$ cat config.mk
export PLATFORM = sky130hd
export DESIGN_NAME = booth_mul_iter_flat
export DESIGN_NICKNAME = d
export VERILOG_FILES = /design/src/rtl/booth_mul_iter_pkg.sv /design/src/rtl/booth_mul_iter_if.sv /design/src/rtl/booth_pp_sel.sv /design/src/rtl/booth_mul_iter.sv /design/src/flat_wrapper.sv
export SDC_FILE = /design/constraint.sdc
export NUM_CORES = 1
export LEC_CHECK = 0
export ABC_AREA = 1
export BUFFER_PORTS_ARGS = -buffer_cell sky130_fd_sc_hd__buf_2
export CORE_MARGIN = 2
export CORE_UTILIZATION = 55
export CTS_CLUSTER_DIAMETER = 50
export DETAILED_ROUTE_END_ITERATION = 8
export GPL_TIMING_DRIVEN = 0
export PLACE_DENSITY = 0.81
export SYNTH_ARGS = -nofsm -noshare
export SYNTH_HDL_FRONTEND = slang
export SYNTH_SLANG_ARGS = --single-unit
$ cat constraint.sdc
create_clock -name clk -period 5.52 [get_ports clk]
set_input_delay 0.828 -clock clk [delete_from_list [all_inputs] [get_ports clk]]
set_output_delay 0.828 -clock clk [all_outputs]
set_load 0.02 [all_outputs]
$ cat src/rtl/booth_mul_iter_pkg.sv
// Shared definitions for the iterative radix-4 Booth multiplier:
// FSM encoding, Booth digit codes and derived-size helpers.
package booth_mul_iter_pkg;

  typedef enum logic [1:0] {
    ST_IDLE = 2'd0,
    ST_BUSY = 2'd1,
    ST_DONE = 2'd2
  } state_e;

  // Radix-4 Booth digit codes {y[2k+1], y[2k], y[2k-1]}
  localparam logic [2:0] BD_ZERO   = 3'b000;
  localparam logic [2:0] BD_P1_A   = 3'b001;
  localparam logic [2:0] BD_P1_B   = 3'b010;
  localparam logic [2:0] BD_P2     = 3'b011;
  localparam logic [2:0] BD_M2     = 3'b100;
  localparam logic [2:0] BD_M1_A   = 3'b101;
  localparam logic [2:0] BD_M1_B   = 3'b110;
  localparam logic [2:0] BD_ZERO_N = 3'b111;

  // Extended operand width: room for the unsigned MSB plus a sign bit.
  function automatic int booth_ew(input int width);
    return width + 2;
  endfunction

  function automatic int booth_n_dig(input int width);
    return (width + 2) / 2;
  endfunction

  function automatic int booth_cycles(input int width, input int dpc);
    return (booth_n_dig(width) + dpc - 1) / dpc;
  endfunction

endpackage

$ cat src/rtl/booth_mul_iter_if.sv
// Request/response bundle between the EX stage and the Booth multiplier.
interface booth_mul_iter_if #(
  parameter int WIDTH = 32
);
  logic               in_valid;
  logic               in_ready;
  logic               mul_signed;
  logic [WIDTH-1:0]   x;
  logic [WIDTH-1:0]   y;
  logic               cancel;
  logic               out_valid;
  logic               out_ready;
  logic [2*WIDTH-1:0] product;
  logic               busy;

  modport master (
    output in_valid, mul_signed, x, y, cancel, out_ready,
    input  in_ready, out_valid, product, busy
  );

  modport slave (
    input  in_valid, mul_signed, x, y, cancel, out_ready,
    output in_ready, out_valid, product, busy
  );
endinterface

$ cat src/rtl/booth_pp_sel.sv
// Radix-4 Booth partial-product selector: maps one 3-bit digit to
// 0, +-X or +-2X, sign-extended to EW+1 bits.
module booth_pp_sel
  import booth_mul_iter_pkg::*;
#(
  parameter int EW = 34
) (
  input  logic [2:0]  digit_i,
  input  logic [EW-1:0] x_i,
  input  logic [EW-1:0] nx_i,
  output logic [EW:0]   pp_o
);

  // Digit decode; 2X is a plain left shift because X already has a spare sign bit
  always_comb begin
    pp_o = '0;
    case (digit_i)
      BD_ZERO, BD_ZERO_N: pp_o = '0;
      BD_P1_A, BD_P1_B:   pp_o = {x_i[EW-1], x_i};
      BD_P2:              pp_o = {x_i, 1'b0};
      BD_M2:              pp_o = {nx_i, 1'b0};
      BD_M1_A, BD_M1_B:   pp_o = {nx_i[EW-1], nx_i};
      default:            pp_o = '0;
    endcase
  end

endmodule

$ cat src/rtl/booth_mul_iter.sv
// Iterative radix-4 Booth multiplier (MUL/MULH/MULHU), DIGITS_PER_CYCLE
// digits per BUSY cycle, valid/ready on both sides, flushable via cancel.
module booth_mul_iter
  import booth_mul_iter_pkg::*;
#(
  parameter int WIDTH            = 32,
  parameter int DIGITS_PER_CYCLE = 1
) (
  input  logic             clk,
  input  logic             reset,
  booth_mul_iter_if.slave  mul_if
);

  localparam int EW    = booth_ew(WIDTH);
  localparam int N_DIG = booth_n_dig(WIDTH);
  localparam int C     = booth_cycles(WIDTH, DIGITS_PER_CYCLE);
  localparam int AW    = 2 * EW;
  localparam int PW    = EW + 1;
  localparam int YW    = EW + 1;
  localparam int CNT_W = (C > 1) ? $clog2(C + 1) : 1;
  localparam int KW    = $clog2(N_DIG + DIGITS_PER_CYCLE) + 1;

  state_e             state_q, state_d;
  logic [EW-1:0]      x_q, x_d;
  logic [EW-1:0]      nx_q, nx_d;
  logic [YW-1:0]      y_q, y_d;
  logic [AW-1:0]      acc_q, acc_d;
  logic [CNT_W-1:0]   cnt_q, cnt_d;
  logic [2*WIDTH-1:0] prod_q, prod_d;

  logic               x_sign_s, y_sign_s;
  logic [EW-1:0]      x_ext_s, y_ext_s;
  logic [AW-1:0]      pp_sh_s [DIGITS_PER_CYCLE];
  logic [AW-1:0]      pp_sum_s;
  logic [AW-1:0]      acc_next_s;

  assign x_sign_s = mul_if.mul_signed & mul_if.x[WIDTH-1];
  assign y_sign_s = mul_if.mul_signed & mul_if.y[WIDTH-1];
  assign x_ext_s  = {{2{x_sign_s}}, mul_if.x};
  assign y_ext_s  = {{2{y_sign_s}}, mul_if.y};

  // Digit j of this cycle has global index k = cnt*DPC + j; indices past the
  // last real digit would read shifted-in filler, so they are forced to zero.
  for (genvar j = 0; j < DIGITS_PER_CYCLE; j++) begin : g_dig
    logic [KW-1:0] k_s;
    logic [2:0]    dig_s;
    logic [PW-1:0] pp_s;

    assign k_s   = KW'(cnt_q) * KW'(DIGITS_PER_CYCLE) + KW'(j);
    assign dig_s = (k_s < KW'(N_DIG)) ? y_q[2*j+2 -: 3] : BD_ZERO;

    booth_pp_sel #(.EW(EW)) u_pp_sel (
      .digit_i (dig_s),
      .x_i     (x_q),
      .nx_i    (nx_q),
      .pp_o    (pp_s)
    );

    assign pp_sh_s[j] = {{(AW-PW){pp_s[PW-1]}}, pp_s} << {k_s, 1'b0};
  end

  // Sum of this cycle's weighted partial products
  always_comb begin
    pp_sum_s = '0;
    for (int j = 0; j < DIGITS_PER_CYCLE; j++) begin
      pp_sum_s = pp_sum_s + pp_sh_s[j];
    end
  end

  assign acc_next_s = acc_q + pp_sum_s;

  // Next-state and datapath update; cancel overrides every transition
  always_comb begin
    state_d = state_q;
    x_d     = x_q;
    nx_d    = nx_q;
    y_d     = y_q;
    acc_d   = acc_q;
    cnt_d   = cnt_q;
    prod_d  = prod_q;
    if (mul_if.cancel) begin
      state_d = ST_IDLE;
    end else begin
      case (state_q)
        ST_IDLE: begin
          if (mul_if.in_valid) begin
            state_d = ST_BUSY;
            x_d     = x_ext_s;
            nx_d    = -x_ext_s;
            y_d     = {y_ext_s, 1'b0};
            acc_d   = '0;
            cnt_d   = '0;
          end else begin
            state_d = ST_IDLE;
          end
        end
        ST_BUSY: begin
          acc_d = acc_next_s;
          y_d   = y_q >> (2 * DIGITS_PER_CYCLE);
          cnt_d = cnt_q + CNT_W'(1);
          if (cnt_q == CNT_W'(C - 1)) begin
            state_d = ST_DONE;
            prod_d  = acc_next_s[2*WIDTH-1:0];
          end else begin
            state_d = ST_BUSY;
          end
        end
        ST_DONE: begin
          if (mul_if.out_ready) begin
            state_d = ST_IDLE;
          end else begin
            state_d = ST_DONE;
          end
        end
        default: state_d = ST_IDLE;
      endcase
    end
  end

  // State and datapath registers
  always_ff @(posedge clk) begin
    if (reset) begin
      state_q <= ST_IDLE;
      x_q     <= '0;
      nx_q    <= '0;
      y_q     <= '0;
      acc_q   <= '0;
      cnt_q   <= '0;
      prod_q  <= '0;
    end else begin
      state_q <= state_d;
      x_q     <= x_d;
      nx_q    <= nx_d;
      y_q     <= y_d;
      acc_q   <= acc_d;
      cnt_q   <= cnt_d;
      prod_q  <= prod_d;
    end
  end

  assign mul_if.in_ready  = (state_q == ST_IDLE);
  assign mul_if.out_valid = (state_q == ST_DONE);
  assign mul_if.busy      = (state_q != ST_IDLE);
  assign mul_if.product   = prod_q;

endmodule

$ cat src/flat_wrapper.sv
// flat-port wrapper written by rule: the top's interface ports become plain ports
module booth_mul_iter_flat import booth_mul_iter_pkg::*;
#(
  parameter int WIDTH            = 32,
  parameter int DIGITS_PER_CYCLE = 1
)
  (clk, reset, mul_if_in_valid, mul_if_mul_signed, mul_if_x, mul_if_y, mul_if_cancel, mul_if_out_ready, mul_if_in_ready, mul_if_out_valid, mul_if_product, mul_if_busy);
  booth_mul_iter_if #(.WIDTH(WIDTH)) mul_if_i ();
  input  logic clk;
  input  logic reset;
  input wire logic [$bits(mul_if_i.in_valid)-1:0] mul_if_in_valid;
  input wire logic [$bits(mul_if_i.mul_signed)-1:0] mul_if_mul_signed;
  input wire logic [$bits(mul_if_i.x)-1:0] mul_if_x;
  input wire logic [$bits(mul_if_i.y)-1:0] mul_if_y;
  input wire logic [$bits(mul_if_i.cancel)-1:0] mul_if_cancel;
  input wire logic [$bits(mul_if_i.out_ready)-1:0] mul_if_out_ready;
  output wire logic [$bits(mul_if_i.in_ready)-1:0] mul_if_in_ready;
  output wire logic [$bits(mul_if_i.out_valid)-1:0] mul_if_out_valid;
  output wire logic [$bits(mul_if_i.product)-1:0] mul_if_product;
  output wire logic [$bits(mul_if_i.busy)-1:0] mul_if_busy;
  assign mul_if_i.in_valid = mul_if_in_valid;
  assign mul_if_i.mul_signed = mul_if_mul_signed;
  assign mul_if_i.x = mul_if_x;
  assign mul_if_i.y = mul_if_y;
  assign mul_if_i.cancel = mul_if_cancel;
  assign mul_if_i.out_ready = mul_if_out_ready;
  assign mul_if_in_ready = mul_if_i.in_ready;
  assign mul_if_out_valid = mul_if_i.out_valid;
  assign mul_if_product = mul_if_i.product;
  assign mul_if_busy = mul_if_i.busy;
  booth_mul_iter #(.WIDTH(WIDTH), .DIGITS_PER_CYCLE(DIGITS_PER_CYCLE)) u_core (.clk(clk), .reset(reset), .mul_if(mul_if_i));
endmodule
==> After elaboration in Yosys (flattened, before gate mapping) <==
Cells that the tools add are included.
{ "totals": {"elab_cells": 49, "ff_bits": 241, "input_bits": 70, "output_inout_bits": 67} }
{ "op_classes": {"order_cmp": 1, "eq_ne": 11, "add_sub_neg": 3, "reduce_logical": 11, "bitwise_logic": 3, "n_mux": 12, "n_shift": 1} }
{ "ops": {"columns": ["cell", "n"], "rows": [
  ["one-hot mux 35 bit (5 select lines)", 1],
  ["one-hot mux 68 bit (2 select lines)", 1],
  ["one-hot mux 35 bit (2 select lines)", 1],
  ["adder 68 bit", 1],
  ["two-way mux 68 bit", 1],
  ["left shift 68 x 6 -> 68 bit", 1],
  ["two-way mux 35 bit", 1],
  ["negation 34 bit", 1],
  ["== test 3 bit, second input constant", 4],
  ["one-hot mux 5 bit (2 select lines)", 1],
  ["AND reduction 3 bit", 3],
  ["OR reduction 2 bit", 4],
  ["== test 3 x 2 -> 1 bit, second input constant", 2],
  ["one-hot mux 2 bit (3 select lines)", 1],
  ["adder 5 x 1 -> 5 bit, second input constant", 1],
  ["== test 5 bit, second input constant", 1],
  ["less-than comparator 5 bit, second input constant", 1],
  ["two-way mux 5 bit", 1],
  ["two-way mux 2 bit", 2],
  ["nonzero test 2 bit", 2],
  ["== test 3 x 1 -> 1 bit, second input constant", 1],
  ["logical NOT 3 bit", 1],
  ["two-way mux 3 bit", 1],
  ["AND 1 bit", 2],
  ["6 further kinds", 6]
]} }

==> Depth between registers and ports, before layout <==
{ "logic_depth": {"word_depth": 8, "depth_mapped": 33, "ltp_nobuf": 33} }

==> Modules after synthesis <==
From an unflattened synthesis, not the netlist that was laid out.
{ "hier_totals": {"hier_cells": 3130, "area_unflattened_um2": 18347.6} }
{ "by_module_without_submodules": {"columns": ["module", "instances", "area_per_inst_um2", "cells_per_inst"], "rows": [
  ["booth_mul_iter", 1, 16728.5, 2847],
  ["booth_pp_sel", 1, 1619.1, 283]
]} }

==> Least setup slack after synthesis <==
No wires, ideal clock.
{ "synth_timing": {"path_kind": "register to register", "start": "reg u_core.cnt_q[0]", "end": "reg u_core.prod_q[36] (netlist: u_core.mul_if.product[36])", "setup_ns": 0.116, "stages_incl_launch_ff": 32, "required_time_ns": 5.404, "path_slack_ns": 1.598, "path_buffers": 2, "arrival_ns": 3.805, "path_cell_list": "dfxtp_1 > nor2_1 > nand2_2 > nand2_4 > buf_4 > buf_4 > nand4_1 > o21ai_0 > nor2_1 > nand2_1 > nand2_1 > nor2_1 > a31oi_1 > nand2_1 > nand2_1 > nor2_1 > a31oi_1 > nor2_1 > ha_1 > a21oi_1 > a21boi_0 > o21ai_0 > a21oi_1 > a21boi_1 > inv_1 > a21oi_1 > inv_1 > or2_1 > nand2_1 > nand2_1 > o211ai_1 > inv_1"} }
{ "synth_via": {"elab_chain_cells": 7} }
{ "synth_rtl": {"columns": ["item", "line_no", "source"], "rows": [
  ["from (decl)", "booth_mul_iter.sv:28", "logic [CNT_W-1:0] cnt_q, cnt_d;"],
  ["from (signal assigned)", "booth_mul_iter.sv:136", "cnt_q <= cnt_d;"],
  ["less-than comparator 5 bit", "booth_mul_iter.sv:50", "assign dig_s = (k_s < KW'(N_DIG)) ? y_q[2*j+2 -: 3] : BD_ZERO;"],
  ["two-way mux 3 bit", "booth_mul_iter.sv:50", null],
  ["== test 3 bit, or another cell as far along", "booth_pp_sel.sv:17", "case (digit_i)"],
  ["OR reduction 2 bit", "booth_pp_sel.sv:17", null],
  ["one-hot mux 35 bit (5 select lines)", "booth_pp_sel.sv:17", null],
  ["left shift 68 x 6 -> 68 bit", "booth_mul_iter.sv:59", "assign pp_sh_s[j] = {{(AW-PW){pp_s[PW-1]}}, pp_s} << {k_s, 1'b0};"],
  ["adder 68 bit", "booth_mul_iter.sv:70", "assign acc_next_s = acc_q + pp_sum_s;"],
  ["to (signal assigned)", "booth_mul_iter.sv:137", "prod_q <= prod_d;"],
  ["to (decl)", "booth_mul_iter.sv:29", "logic [2*WIDTH-1:0] prod_q, prod_d;"]
]} }
Parallel ways exist; a longest one is shown, timed or not.
A chain may end at the register's enable or synchronous reset.

==> Worst setup path after layout <==
{ "layout_timing": {"start": "reg u_core.y_q[1]", "end": "reg u_core.prod_q[52] (netlist: u_core.mul_if.product[52])"} }
{ "layout_via": {"elab_chain_cells": 6} }
{ "layout_rtl": {"columns": ["item", "line_no", "source"], "rows": [
  ["from (decl)", "booth_mul_iter.sv:26", "logic [YW-1:0] y_q, y_d;"],
  ["from (signal assigned)", "booth_mul_iter.sv:134", "y_q <= y_d;"],
  ["two-way mux 3 bit (*)", "booth_mul_iter.sv:50", null],
  ["== test 3 bit, or another cell as far along", "booth_pp_sel.sv:17", null],
  ["OR reduction 2 bit", "booth_pp_sel.sv:17", null],
  ["one-hot mux 35 bit (5 select lines) (*)", "booth_pp_sel.sv:17", null],
  ["left shift 68 x 6 -> 68 bit (*)", "booth_mul_iter.sv:59", null],
  ["adder 68 bit (*)", "booth_mul_iter.sv:70", null]
]} }
Every way passes the cells marked *; elsewhere a longest branch is shown, timed or not.

==> impl_results.md <==
- Finished Cell Area: slightly below 20000 um2
- Buffers & Inverters on Critical Path: 4
- # IOs: roughly 140
- Root Driver: clkbuf_16
- Hold Crit Depth: 2
- Core Area: about 30000 um2
- Placed standard-cell area: approximately 18000 um2
- Sw frac: 0.2806
- HPWL Detailed: ~57 mm
- FP Rows: 63
- Sw power: ~0.0012 W
- Post-route setup slack: 0.1312 ns
- Final non-filler cell total: 3327
- Grt met1 use: 0.5234
- Critical path depth in cells: 27
- Pre-CTS setup slack: -0.8426 ns
- Post-synthesis sequential area ratio: 0.2808
- Yosys warns: 0
- Post-synthesis cell area: roughly 17000 um2
- Avg WL per Cell: approximately 22 um
- Via count: about 20000
- Synth top area share: 0.2808
- Insertion delay to the later sink of the worst-skew pair: 0.60 ns
- Mapped Cells: between 2000 and 3000
- Pwr Total: about 0.0043 W
- Largest cells by area after synthesis: dfxtp_1 28%, nand2_1 17%, nor2_1 6.9%, inv_1 6.6%, o21ai_0 6.6%
- Worst Skew: ~0.06 ns
- First-pass GRT wire length: ~110 mm
- Vias per cell: between 6 and 7
- Ys async rst share: 0
- Vias in the first global route: roughly 19000
- Status: complete, but fails checks
- Slew Limit Fails: 9
- Hold WC Path Type: reg -> reg
- EDFF count, synth: 0
- Ant diodes: 0
- First-iteration detailed-routing DRC count: roughly 2400
- Share of cells above drive strength 1: 0.1069
- Crit path max-delay family: compound AO/OA/AOI/OAI gates
- Crit start category: flip-flop
- DRC Markers: 0
- Combinational Power Share: 0.117
- Area growth, synth to finish: 15.36%
- CTS tree: done
- Most used cell, CP: nand2_1
- Final net count: between 3000 and 4000
- Largest net degree at the start of global routing: 17
- Synth unique cells: 53
- Reg power frac: 0.413
- Number of detailed-route iterations in the first pass: 6
- Final ANT Viol Nets: 0
- Minimum clock period: roughly 5.4 ns
- CP Class: reg -> reg
- Arrival time at the worst endpoint: between 5 and 6 ns
- Max-Cap Viols: 1
- Post-Route WL: a little over 70 mm
- CP max FO: 10
- Die height: 178.5 um
- Final worst-path cycle share: 0.9762
- Clock transition at path regs: around 0.060 ns
- Die ar.: between 30000 and 40000 um2
- Yosys top cell by area: dfxtp_1
- H-tree Lvls: 1
- Clock power frac: 0.470
- Final Hold Fails: 0
- Initial Utilization: 0.5623
- Critical-path top delay cell: buf_1
- Synth Area per Inst: roughly 6 um2
- Cell Int Power: slightly above 0.003 W
- FMAX: between 150 and 200 MHz
- Failing checks: capacitance limit, slew limit
- Number of clock sinks: roughly 240
- Peak VDD IR: 264.6 uV
- GRT Max-Usage Layer: met2
- DIE WIDTH: 178.5 um
- CTS Buffer Depth: 3
- FF+latch count, synth: between 200 and 250
- PwrDens: 222.1 nW/um2
- M3 GR Usage: 0.1014
- Worst endpoint required time: about 6.0 ns
- Critical Path Max Stage Delay: between 0.4 and 0.5 ns
- Syn Nets: 2877
- Inst Count DP: 3266
- Leakage Power: a little under 9 nW
- Antenna violations before repair: 1
- GP Congestion: roughly 1.1
- FF-to-FF path depth: 27
- GRT Overall Usage: 0.4442
- Slew margin rel.: -0.004226
- GR Layer Usage met2: 0.7033
- Total CTS buffers: 28
- Port bufs: around 140
- Worst-Margin Slew: about 1.5 ns
- CP Capture Type: flip-flop
- Grt total ovfl: 0
- Final setup violation count: 0
- Top_reg_cell synth: dfxtp_1
-- placed cells by master, fill, tap and decap left out, types with 29 or more instances in the layout --
cell type / synthesis / layout
nand3_1: 146 / 143
inv_1: 295 / 294
clkbuf_1: 87 / 91
a21oi_1: 186 / 178
o211ai_1: 29 / 29
nand4_1: 55 / 55
nand2_1: 742 / 737
a31oi_1: 69 / 66
ha_1: 66 / 66
buf_2: 12 / 144
dfxtp_1: 235 / 233
o21ai_0: 220 / 192
o21ai_1: 9 / 31
xor2_1: 29 / 29
nor2_1: 310 / 300
-- sequential cells by signal (all words and copies together), names as in the netlist --
name,flops
u_core.y_q,34
u_core.mul_if.product,64
u_core.nx_q,34
u_core.state_q,2
u_core.cnt_q,5
u_core.acc_q,64
u_core.x_q,32
-- repair_timing --
action,4_1_cts,5_1_grt
buffers inserted,2,7
hold buffers,0,0
setup endpoints to repair,78,87
pin swaps,1,6
resized for setup,17,91
-- synthesized netlist by cell type (3+ instances only) --
library cell and count:
nand3_1 146, xnor2_1 12, xor2_1 29, o211ai_1 29, dfxtp_1 235, buf_1 29
clkbuf_1 87, o21ai_1 9, inv_1 295, a21boi_0 10, nand2_2 7, mux2i_1 3
nor3_1 17, a31oi_1 69, nand4_1 55, or2_2 21, o22ai_1 24, a221oi_1 10
a21oi_1 186, buf_2 12, o21a_1 8, ha_1 66, o21ai_0 220, a22oi_1 8
o31ai_1 7, or2_1 4, and3_1 3, buf_4 4, nor2_4 4, o21bai_1 3
a21o_1 11, nand2_1 742, nor4_1 12, inv_2 3, a211oi_1 22, nand3b_1 5
nor2_1 310
-- per-layer routing --
layer | up-vias | part of all wire
li1 | 9465 | -
met1 | 9212 | 0.37
met2 | 1329 | 0.44
met3 | 330 | 0.10
met4 | 0 | 0.087
met5 | - | 0
-- final timing paths --
check	start	slack, ns	to
max	u_core.y_q[1]$_SDFFE_PP0P_	0.13	u_core.mul_if.product[52]$_SDFFE_PP0P_
min	u_core.nx_q[29]$_SDFFE_PP0P_	0.47	u_core.nx_q[29]$_SDFFE_PP0P_
max reg2reg	u_core.y_q[1]$_SDFFE_PP0P_	0.13	u_core.mul_if.product[52]$_SDFFE_PP0P_
min reg2reg	u_core.nx_q[29]$_SDFFE_PP0P_	0.47	u_core.nx_q[29]$_SDFFE_PP0P_
-- worst min-delay path, cell delays in order, from the launching register on --
cell,delay (ns)
dfxtp_1,0.31
nand2_1,0.06
o21ai_1,0.05
-- power groups by stage --
stage               combinational, W  clock (W)  sequential [W]
floorplan                   0.000287          0         0.00180
global placement            0.000456          0         0.00181
detailed placement          0.000465          0         0.00181
CTS                         0.000471    0.00201         0.00177
global route                0.000535    0.00207         0.00178
finish                      0.000501    0.00202         0.00177
-- cell families (layout without fill, tap and decap cells) --
group | after synthesis | count (layout) | share of synthesized area
AOI/OAI and AO/OA | 625 | 625 | 0.2125
DFF | 235 | 235 | 0.2808
and+or+nand+nor | 1337 | 1337 | 0.3344
adders and majority gates | 67 | 67 | 0.05048
buffers and inverters | 432 | 629 | 0.09857
xor gates and xnor gates | 41 | 41 | 0.02143
muxes | 3 | 3 | 0.001792
-- layout make-up --
cell class              instances  area, um2
multi-input cells            2073      10690
fillers                      2647      10470
flip-flops and latches        235       4707
inverters                     300       1132
repair buffers                145      760.7
clock buffers                  34      743.2
plain buffers                 132      536.8
well taps                     390      488.0
clock inverters                18      271.5
-- through the flow --
stage	hold WS, ns	setup TNS, ns	util
3_3_place_gp	0.4446	-22.53	0.6015
3_5_place_dp	0.4577	-22.57	0.6015
6_report	0.4691	0	0.6487
4_1_cts	0.4665	0	0.6372
5_1_grt	0.4982	-0.002371	0.6487
2_1_floorplan	0.4343	0	-
Power figures use the tool's default switching activity.
